File: src/rtl/mem_port_arbiter_if.sv
// Bus bundle between the fetch/load-store requesters, the arbiter and the memory.
// The arbiter takes the slave view; the requesters and memory model take the master view.
interface mem_port_arbiter_if #(
  parameter int ADDR_W = 8,
  parameter int DATA_W = 16
);
  logic              if_req;
  logic [ADDR_W-1:0] if_addr;
  logic              if_ack;
  logic [DATA_W-1:0] if_rdata;

  logic              ls_req;
  logic              ls_we;
  logic [ADDR_W-1:0] ls_addr;
  logic [DATA_W-1:0] ls_wdata;
  logic              ls_ack;
  logic [DATA_W-1:0] ls_rdata;

  logic              mem_en;
  logic              mem_we;
  logic [ADDR_W-1:0] mem_addr;
  logic [DATA_W-1:0] mem_wdata;
  logic [DATA_W-1:0] mem_rdata;

  logic              busy;

  modport slave (
    input  if_req, if_addr, ls_req, ls_we, ls_addr, ls_wdata, mem_rdata,
    output if_ack, if_rdata, ls_ack, ls_rdata,
    output mem_en, mem_we, mem_addr, mem_wdata, busy
  );

  modport master (
    output if_req, if_addr, ls_req, ls_we, ls_addr, ls_wdata, mem_rdata,
    input  if_ack, if_rdata, ls_ack, ls_rdata,
    input  mem_en, mem_we, mem_addr, mem_wdata, busy
  );
endinterface

File: src/rtl/mem_port_arbiter.sv
// Round-robin arbiter sharing one single-port memory between instruction fetch
// and load/store; one transaction at a time, IDLE -> ACCESS -> DONE.
module mem_port_arbiter #(
  parameter int ADDR_W      = 8,
  parameter int DATA_W      = 16,
  parameter int WAIT_CYCLES = 2
) (
  input logic               clk,
  input logic               rst,
  mem_port_arbiter_if.slave bus
);

  typedef enum logic [1:0] {
    IDLE   = 2'd0,
    ACCESS = 2'd1,
    DONE   = 2'd2
  } state_t;

  localparam logic [3:0] CNT_LOAD = 4'(WAIT_CYCLES - 1);

  state_t            state_q;
  logic [3:0]        cnt_q;
  logic              lastLs_q;
  logic              grantLs_q;
  logic              we_q;
  logic [ADDR_W-1:0] addr_q;
  logic [DATA_W-1:0] wdata_q;
  logic [DATA_W-1:0] ifRdata_q;
  logic [DATA_W-1:0] lsRdata_q;
  logic              memEn_q;
  logic              memWe_q;
  logic              busy_q;
  logic              ifAck_q;
  logic              lsAck_q;

  logic              anyReq_d;
  logic              grantLs_d;
  logic              we_d;
  logic [ADDR_W-1:0] addr_d;
  logic [DATA_W-1:0] wdata_d;

  // LS wins when it is the only requester, or on a tie when IF was served last.
  always_comb begin
    anyReq_d  = bus.if_req | bus.ls_req;
    grantLs_d = bus.ls_req & (~bus.if_req | ~lastLs_q);
    addr_d    = grantLs_d ? bus.ls_addr : bus.if_addr;
    we_d      = grantLs_d & bus.ls_we;
    wdata_d   = grantLs_d ? bus.ls_wdata : '0;
  end

  always_ff @(posedge clk or posedge rst) begin
    if (rst) begin
      state_q   <= IDLE;
      cnt_q     <= '0;
      lastLs_q  <= 1'b1;
      grantLs_q <= 1'b0;
      we_q      <= 1'b0;
      addr_q    <= '0;
      wdata_q   <= '0;
      ifRdata_q <= '0;
      lsRdata_q <= '0;
      memEn_q   <= 1'b0;
      memWe_q   <= 1'b0;
      busy_q    <= 1'b0;
      ifAck_q   <= 1'b0;
      lsAck_q   <= 1'b0;
    end else begin
      case (state_q)
        IDLE: begin
          if (anyReq_d) begin
            state_q   <= ACCESS;
            cnt_q     <= CNT_LOAD;
            lastLs_q  <= grantLs_d;
            grantLs_q <= grantLs_d;
            we_q      <= we_d;
            addr_q    <= addr_d;
            wdata_q   <= wdata_d;
            memEn_q   <= 1'b1;
            memWe_q   <= we_d;
            busy_q    <= 1'b1;
          end
        end

        ACCESS: begin
          if (cnt_q == 4'd0) begin
            state_q <= DONE;
            memEn_q <= 1'b0;
            memWe_q <= 1'b0;
            ifAck_q <= ~grantLs_q;
            lsAck_q <= grantLs_q;
            // Only reads refresh the granted port's rdata; stores leave it alone.
            if (!we_q) begin
              if (grantLs_q) begin
                lsRdata_q <= bus.mem_rdata;
              end else begin
                ifRdata_q <= bus.mem_rdata;
              end
            end
          end else begin
            cnt_q <= cnt_q - 4'd1;
          end
        end

        DONE: begin
          state_q <= IDLE;
          ifAck_q <= 1'b0;
          lsAck_q <= 1'b0;
          busy_q  <= 1'b0;
        end

        default: begin
          state_q <= IDLE;
          memEn_q <= 1'b0;
          memWe_q <= 1'b0;
          ifAck_q <= 1'b0;
          lsAck_q <= 1'b0;
          busy_q  <= 1'b0;
        end
      endcase
    end
  end

  assign bus.mem_en    = memEn_q;
  assign bus.mem_we    = memWe_q;
  assign bus.mem_addr  = addr_q;
  assign bus.mem_wdata = wdata_q;
  assign bus.if_ack    = ifAck_q;
  assign bus.ls_ack    = lsAck_q;
  assign bus.if_rdata  = ifRdata_q;
  assign bus.ls_rdata  = lsRdata_q;
  assign bus.busy      = busy_q;

endmodule

File: src/flat_wrapper.sv
// flat-port wrapper written by rule: the top's interface ports become plain ports
module mem_port_arbiter_flat 
#(
  parameter int ADDR_W      = 8,
  parameter int DATA_W      = 16,
  parameter int WAIT_CYCLES = 2
)
  (clk, rst, bus_if_req, bus_if_addr, bus_ls_req, bus_ls_we, bus_ls_addr, bus_ls_wdata, bus_mem_rdata, bus_if_ack, bus_if_rdata, bus_ls_ack, bus_ls_rdata, bus_mem_en, bus_mem_we, bus_mem_addr, bus_mem_wdata, bus_busy);
  mem_port_arbiter_if #(.ADDR_W(ADDR_W), .DATA_W(DATA_W)) bus_i ();
  input logic clk;
  input logic rst;
  input wire logic [$bits(bus_i.if_req)-1:0] bus_if_req;
  input wire logic [$bits(bus_i.if_addr)-1:0] bus_if_addr;
  input wire logic [$bits(bus_i.ls_req)-1:0] bus_ls_req;
  input wire logic [$bits(bus_i.ls_we)-1:0] bus_ls_we;
  input wire logic [$bits(bus_i.ls_addr)-1:0] bus_ls_addr;
  input wire logic [$bits(bus_i.ls_wdata)-1:0] bus_ls_wdata;
  input wire logic [$bits(bus_i.mem_rdata)-1:0] bus_mem_rdata;
  output wire logic [$bits(bus_i.if_ack)-1:0] bus_if_ack;
  output wire logic [$bits(bus_i.if_rdata)-1:0] bus_if_rdata;
  output wire logic [$bits(bus_i.ls_ack)-1:0] bus_ls_ack;
  output wire logic [$bits(bus_i.ls_rdata)-1:0] bus_ls_rdata;
  output wire logic [$bits(bus_i.mem_en)-1:0] bus_mem_en;
  output wire logic [$bits(bus_i.mem_we)-1:0] bus_mem_we;
  output wire logic [$bits(bus_i.mem_addr)-1:0] bus_mem_addr;
  output wire logic [$bits(bus_i.mem_wdata)-1:0] bus_mem_wdata;
  output wire logic [$bits(bus_i.busy)-1:0] bus_busy;
  assign bus_i.if_req = bus_if_req;
  assign bus_i.if_addr = bus_if_addr;
  assign bus_i.ls_req = bus_ls_req;
  assign bus_i.ls_we = bus_ls_we;
  assign bus_i.ls_addr = bus_ls_addr;
  assign bus_i.ls_wdata = bus_ls_wdata;
  assign bus_i.mem_rdata = bus_mem_rdata;
  assign bus_if_ack = bus_i.if_ack;
  assign bus_if_rdata = bus_i.if_rdata;
  assign bus_ls_ack = bus_i.ls_ack;
  assign bus_ls_rdata = bus_i.ls_rdata;
  assign bus_mem_en = bus_i.mem_en;
  assign bus_mem_we = bus_i.mem_we;
  assign bus_mem_addr = bus_i.mem_addr;
  assign bus_mem_wdata = bus_i.mem_wdata;
  assign bus_busy = bus_i.busy;
  mem_port_arbiter #(.ADDR_W(ADDR_W), .DATA_W(DATA_W), .WAIT_CYCLES(WAIT_CYCLES)) u_core (.clk(clk), .rst(rst), .bus(bus_i));
endmodule
File: config.mk
export PLATFORM = sky130hd
export DESIGN_NAME = mem_port_arbiter_flat
export DESIGN_NICKNAME = d
export VERILOG_FILES = /design/src/rtl/mem_port_arbiter_if.sv /design/src/rtl/mem_port_arbiter.sv /design/src/flat_wrapper.sv
export SDC_FILE = /design/constraint.sdc
export NUM_CORES = 1
export LEC_CHECK = 0
export BUFFER_PORTS_ARGS = -buffer_cell sky130_fd_sc_hd__buf_2
export CORE_ASPECT_RATIO = 0.8
export CORE_MARGIN = 2
export CORE_UTILIZATION = 48
export CTS_CLUSTER_DIAMETER = 30
export CTS_CLUSTER_SIZE = 12
export DETAILED_ROUTE_END_ITERATION = 16
export GPL_ROUTABILITY_DRIVEN = 0
export PLACE_DENSITY = 0.79
export SLEW_MARGIN = 20
export SYNTH_ARGS = -nofsm -noshare
export SYNTH_HDL_FRONTEND = slang
export SYNTH_SLANG_ARGS = --single-unit
File: constraint.sdc
create_clock -name clk -period 2.8 [get_ports clk]
set_input_delay 0.56 -clock clk [delete_from_list [all_inputs] [get_ports clk]]
set_output_delay 0.56 -clock clk [all_outputs]
set_load 0.05 [all_outputs]
Yosys cells after proc, flatten, opt, wreduce, memory -nomap -nowiden --
Index checks and enable logic that the tools add are counted.
Word-level totals: bits in registers 70, input port bits 53, output and inout bits 61, word-level logic and storage cells 60
Cells by class: add/subtract/negate cells 1, equality and inequality tests 5, mux-type cells 18, bitwise gates (word level) 11, reduce and logical (&&, ||, !) cells 11
Operators by type and width (count):
- $mux 16 | 1
- $mux 4 | 2
- $mux 8 | 1
- $pmux 4 s2 | 1
- $reduce_and 2->1 | 4
- $reduce_and 4->1 | 2
- $not 1->1 | 7
- $pmux 1 s2 | 3
- $pmux 1 s3 | 2
- $reduce_and 3->1 | 2
- $mux 1 | 5
- $logic_not 4->1 | 1
- $mux 2 | 2
- $ne 2x1->1 const B | 2
- $pmux 2 s2 | 1
- $sub 4x1->4 const B | 1
- $and 1x1->1 | 2
- $eq 2x1->1 const B | 1
- $eq 2x2->1 const B | 1
- $logic_not 2->1 | 1
- $ne 2x2->1 const B | 1
- $or 1x1->1 | 2
- $reduce_bool 2->1 | 1

Logic depth before layout (Yosys ltp) --
depth after elaboration 6, depth in mapped cells 6, gate-level depth less buffers 5

Worst setup path after synthesis --
Ideal clock, no wire load.
kind reg-to-reg, start register u_core.cnt_q[0], end register u_core.lsRdata_q[0] (netlist: u_core.bus.ls_rdata[0]), library setup time 0.125 ns, arrival time 1.690 ns, data required time 2.675 ns, setup slack 0.984 ns, stages on the path, launching flop included 7, buffers on the path 1, period minus slack after synthesis 1.816 ns, path through dfrtp_1 > inv_1 > ha_1 > nor2b_1 > nand4b_4 > buf_6 > mux2_4
Between the ends: cells in the longest elaborated chain, start to end 2
Ends and longest elaborated chain:
- start, declared | line mem_port_arbiter.sv:22 | logic [3:0] cnt_q;
- start signal, assigned | line mem_port_arbiter.sv:100 | cnt_q <= cnt_q - 4'd1;
- $logic_not 4->1 | line mem_port_arbiter.sv:85 | if (cnt_q == 4'd0) begin
- $reduce_and 4->1 (no line)
- end signal, assigned | line mem_port_arbiter.sv:94 | lsRdata_q <= bus.mem_rdata;
- end, declared | line mem_port_arbiter.sv:29 | logic [DATA_W-1:0] lsRdata_q;
No other way between the ends. A chain may end at the register's enable or synchronous reset.

Worst setup path after layout --
start register u_core.cnt_q[0], end register u_core.lsRdata_q[3] (netlist: u_core.bus.ls_rdata[3])
The elaborated chain is that of the path after synthesis.

==> key figures <==
CTS
  • Gates resized, CTS repair: 0
  • Setup bufs post-CTS: 0
  • Clock transition at path regs: 70 ps
  • Clock Sinks: 70
  • Worst-Skew Late Latency: 340 ps
  • Max clock buf depth: 2
  • CTS hold repair buffers: 0
  • Inserted Clock Buffers: 9
  • H-tree Lvls: 3
  • Clock tree from TritonCTS: yes
  • Root Buffer: clkbuf_8

Timing
  • Least-Margin Pin Slew: 646 ps
  • Tmin final: 2080 ps
  • Setup TNS: 0 ps
  • Slew Limit Fails: 0
  • Max Freq: 0.480 GHz
  • Final-report setup violation count: 0
  • RSZ-0062 raised after global routing: no
  • Relative slew margins: 56.9%
  • Skew final: 10.9 ps
  • Count of final hold-check violations: 0
  • Fin crit share: 74.3%

Layout
  • Proportion of layout cells with a drive suffix above 1: 60.9%
  • Fill cells: 465
  • NumNets Final: 362
  • Commonest non-fill, non-tap cell in the layout: buf_2
  • Antenna Cells: 0
  • Synth-to-layout area growth: 29.8%
  • Most frequent cells in the layout: 113 x buf_2, 69 x dfrtp_1, 39 x mux2_2

Worst setup path
  • CP required: 3020 ps
  • Max FO, Critical Path: 16
  • CP endpoint kind: flop
  • Critical Path AT: 2300 ps
  • CP Launch Type: flop
  • Crit path kind: reg2reg

Floorplan
  • Row Count: 25
  • Die width: 90.6 um
  • # IOs: 114
  • Area of the die: 6630 um^2
  • Placeable Area: 5850 um^2
  • Height of the die: 73.2 um
  • Initial Utilization: 49.2%

Logic synthesis
  • Mapped Cells: 190
  • Syn. warnings: 0
  • Distinct cells, synth: 33
  • Syn_nets: 244
  • Syn avg cell area: 15.1 um^2
  • Post-synth EDFFs: 0
  • Syn Std Cell Area: 2880 um^2
  • Top_reg_cell synth: dfrtp_1
  • Sequential-to-total area share from yosys stat: 60.9%
  • FFs w/ async S/R, synth: 100%
  • Synthesis-stage register bit count: 70

Routing
  • Via/cell ratio: 4.98
  • Post-DRT Antenna Nets: 0
  • Residual DRC count: 0
  • Final wirelength: 5.76 mm
  • Initial DRC count: 135
  • First-pass detailed-route iteration total: 4
  • Vias after detailed routing: 1959
  • Post-DR wirelength/cell: 14.7 um

Place
  • Detail Placement HPWL: 4.15 mm
  • I/O Buffers: 113

Global route
  • Total track usage: 18.4%
  • Vias in the first global route: 1933
  • First-pass GRT wire length: 9.25 mm
  • Antenna violations before repair: 0
  • Largest net degree at the start of global routing: 54
  • Gr ovfl total: 0

Hold path
  • Hold Crit Class: in2async

Job
  • Max cap viols: 0

Status
  • Status: completed
==> path summary, 6_finish.rpt <==
path	from	to	slack, ps	depth (start not counted)
worst max register to register	u_core.cnt_q[0]	u_core.bus.ls_rdata[3]	720	5
max in group asynchronous	rst	u_core.lastLs_q	1980	3
worst max-delay path	u_core.cnt_q[0]	u_core.bus.ls_rdata[3]	720	5
worst min register to register	u_core.bus.mem_addr[3]	u_core.bus.mem_addr[3]	500	1
worst min-delay path	rst	u_core.bus.mem_wdata[10]	190	2
min in group clk	bus_ls_wdata[4]	u_core.bus.mem_wdata[4]	430	2
==> synth_stat cells (2+ instances only) <==
library cell / instances / area share, %
a21bo_2: 2 / 0.70
buf_2: 4 / 0.70
a21o_1: 2 / 0.52
a22o_1: 18 / 5.5
inv_1: 5 / 0.65
and3_1: 2 / 0.43
nor3_1: 2 / 0.35
nor2_1: 4 / 0.52
nand2_1: 3 / 0.39
mux2_4: 10 / 5.2
o21ai_0: 2 / 0.35
nand2b_1: 3 / 0.65
mux2i_1: 2 / 0.70
mux2_2: 39 / 15
nor2b_1: 2 / 0.43
clkbuf_1: 3 / 0.39
dfrtp_1: 69 / 60
buf_6: 3 / 1.2
==> metrics by stage <==
step	instance area, um^2	setup slack, ps	utilization, %	cells	hold slack [ps]
6_report	3730	719	63.8	393	193
5_1_grt	3730	564	63.8	393	210
4_1_cts	3730	691	63.8	393	193
3_5_place_dp	3530	707	60.3	378	485
3_3_place_gp	3530	805	60.3	378	467
2_1_floorplan	2880	473	-	190	494
==> routing by layer <==
layer  part of all wire (%)  GRT usage (%)
met1                     43           23.2
met2                     49           28.7
met3                    6.5           7.75
met4                    1.4           6.84
met5                      0              0
==> registers in the layout (all words and copies together) (netlist names) <==
name	cells
u_core.bus.busy	1
u_core.bus.if_ack	1
u_core.bus.if_rdata	16
u_core.bus.ls_ack	1
u_core.bus.ls_rdata	16
u_core.bus.mem_addr	8
u_core.bus.mem_en	1
u_core.bus.mem_wdata	16
u_core.bus.mem_we	1
u_core.cnt_q	4
u_core.grantLs_q	1
u_core.lastLs_q	1
u_core.state_q	2
u_core.we_q	1
==> critical path, cell delays in order (launching register included) <==
cell and delay (ps):
dfrtp_1 400, inv_1 100, ha_1 210, nor2b_1 400, nand4b_4 420, mux2_4 420
==> layout make-up <==
type                    instances  area, um^2  share of cell area, %
clock buffers                  11         131                   3.52
clock inverters                 4        72.6                   1.94
inverters                       5        18.8                  0.503
multi-input cells             105        1050                   28.1
flip-flops and latches         70        1750                   47.0
well taps                      81         101                   2.71
repair buffers                117         608                   16.3
==> cell families after synthesis <==
family          count (synthesis)  share of synthesized area, %
flops                          70                          60.9
fa+ha+maj                       1                         0.435
compound gates                 31                          8.87
mux                            51                          21.2
simple gates                   22                          5.65
buf+inv                        15                          2.91
Power is left out: the tool's default activity adds up to more than one toggle a clock period on the data nets, which glitch-free logic cannot reach.
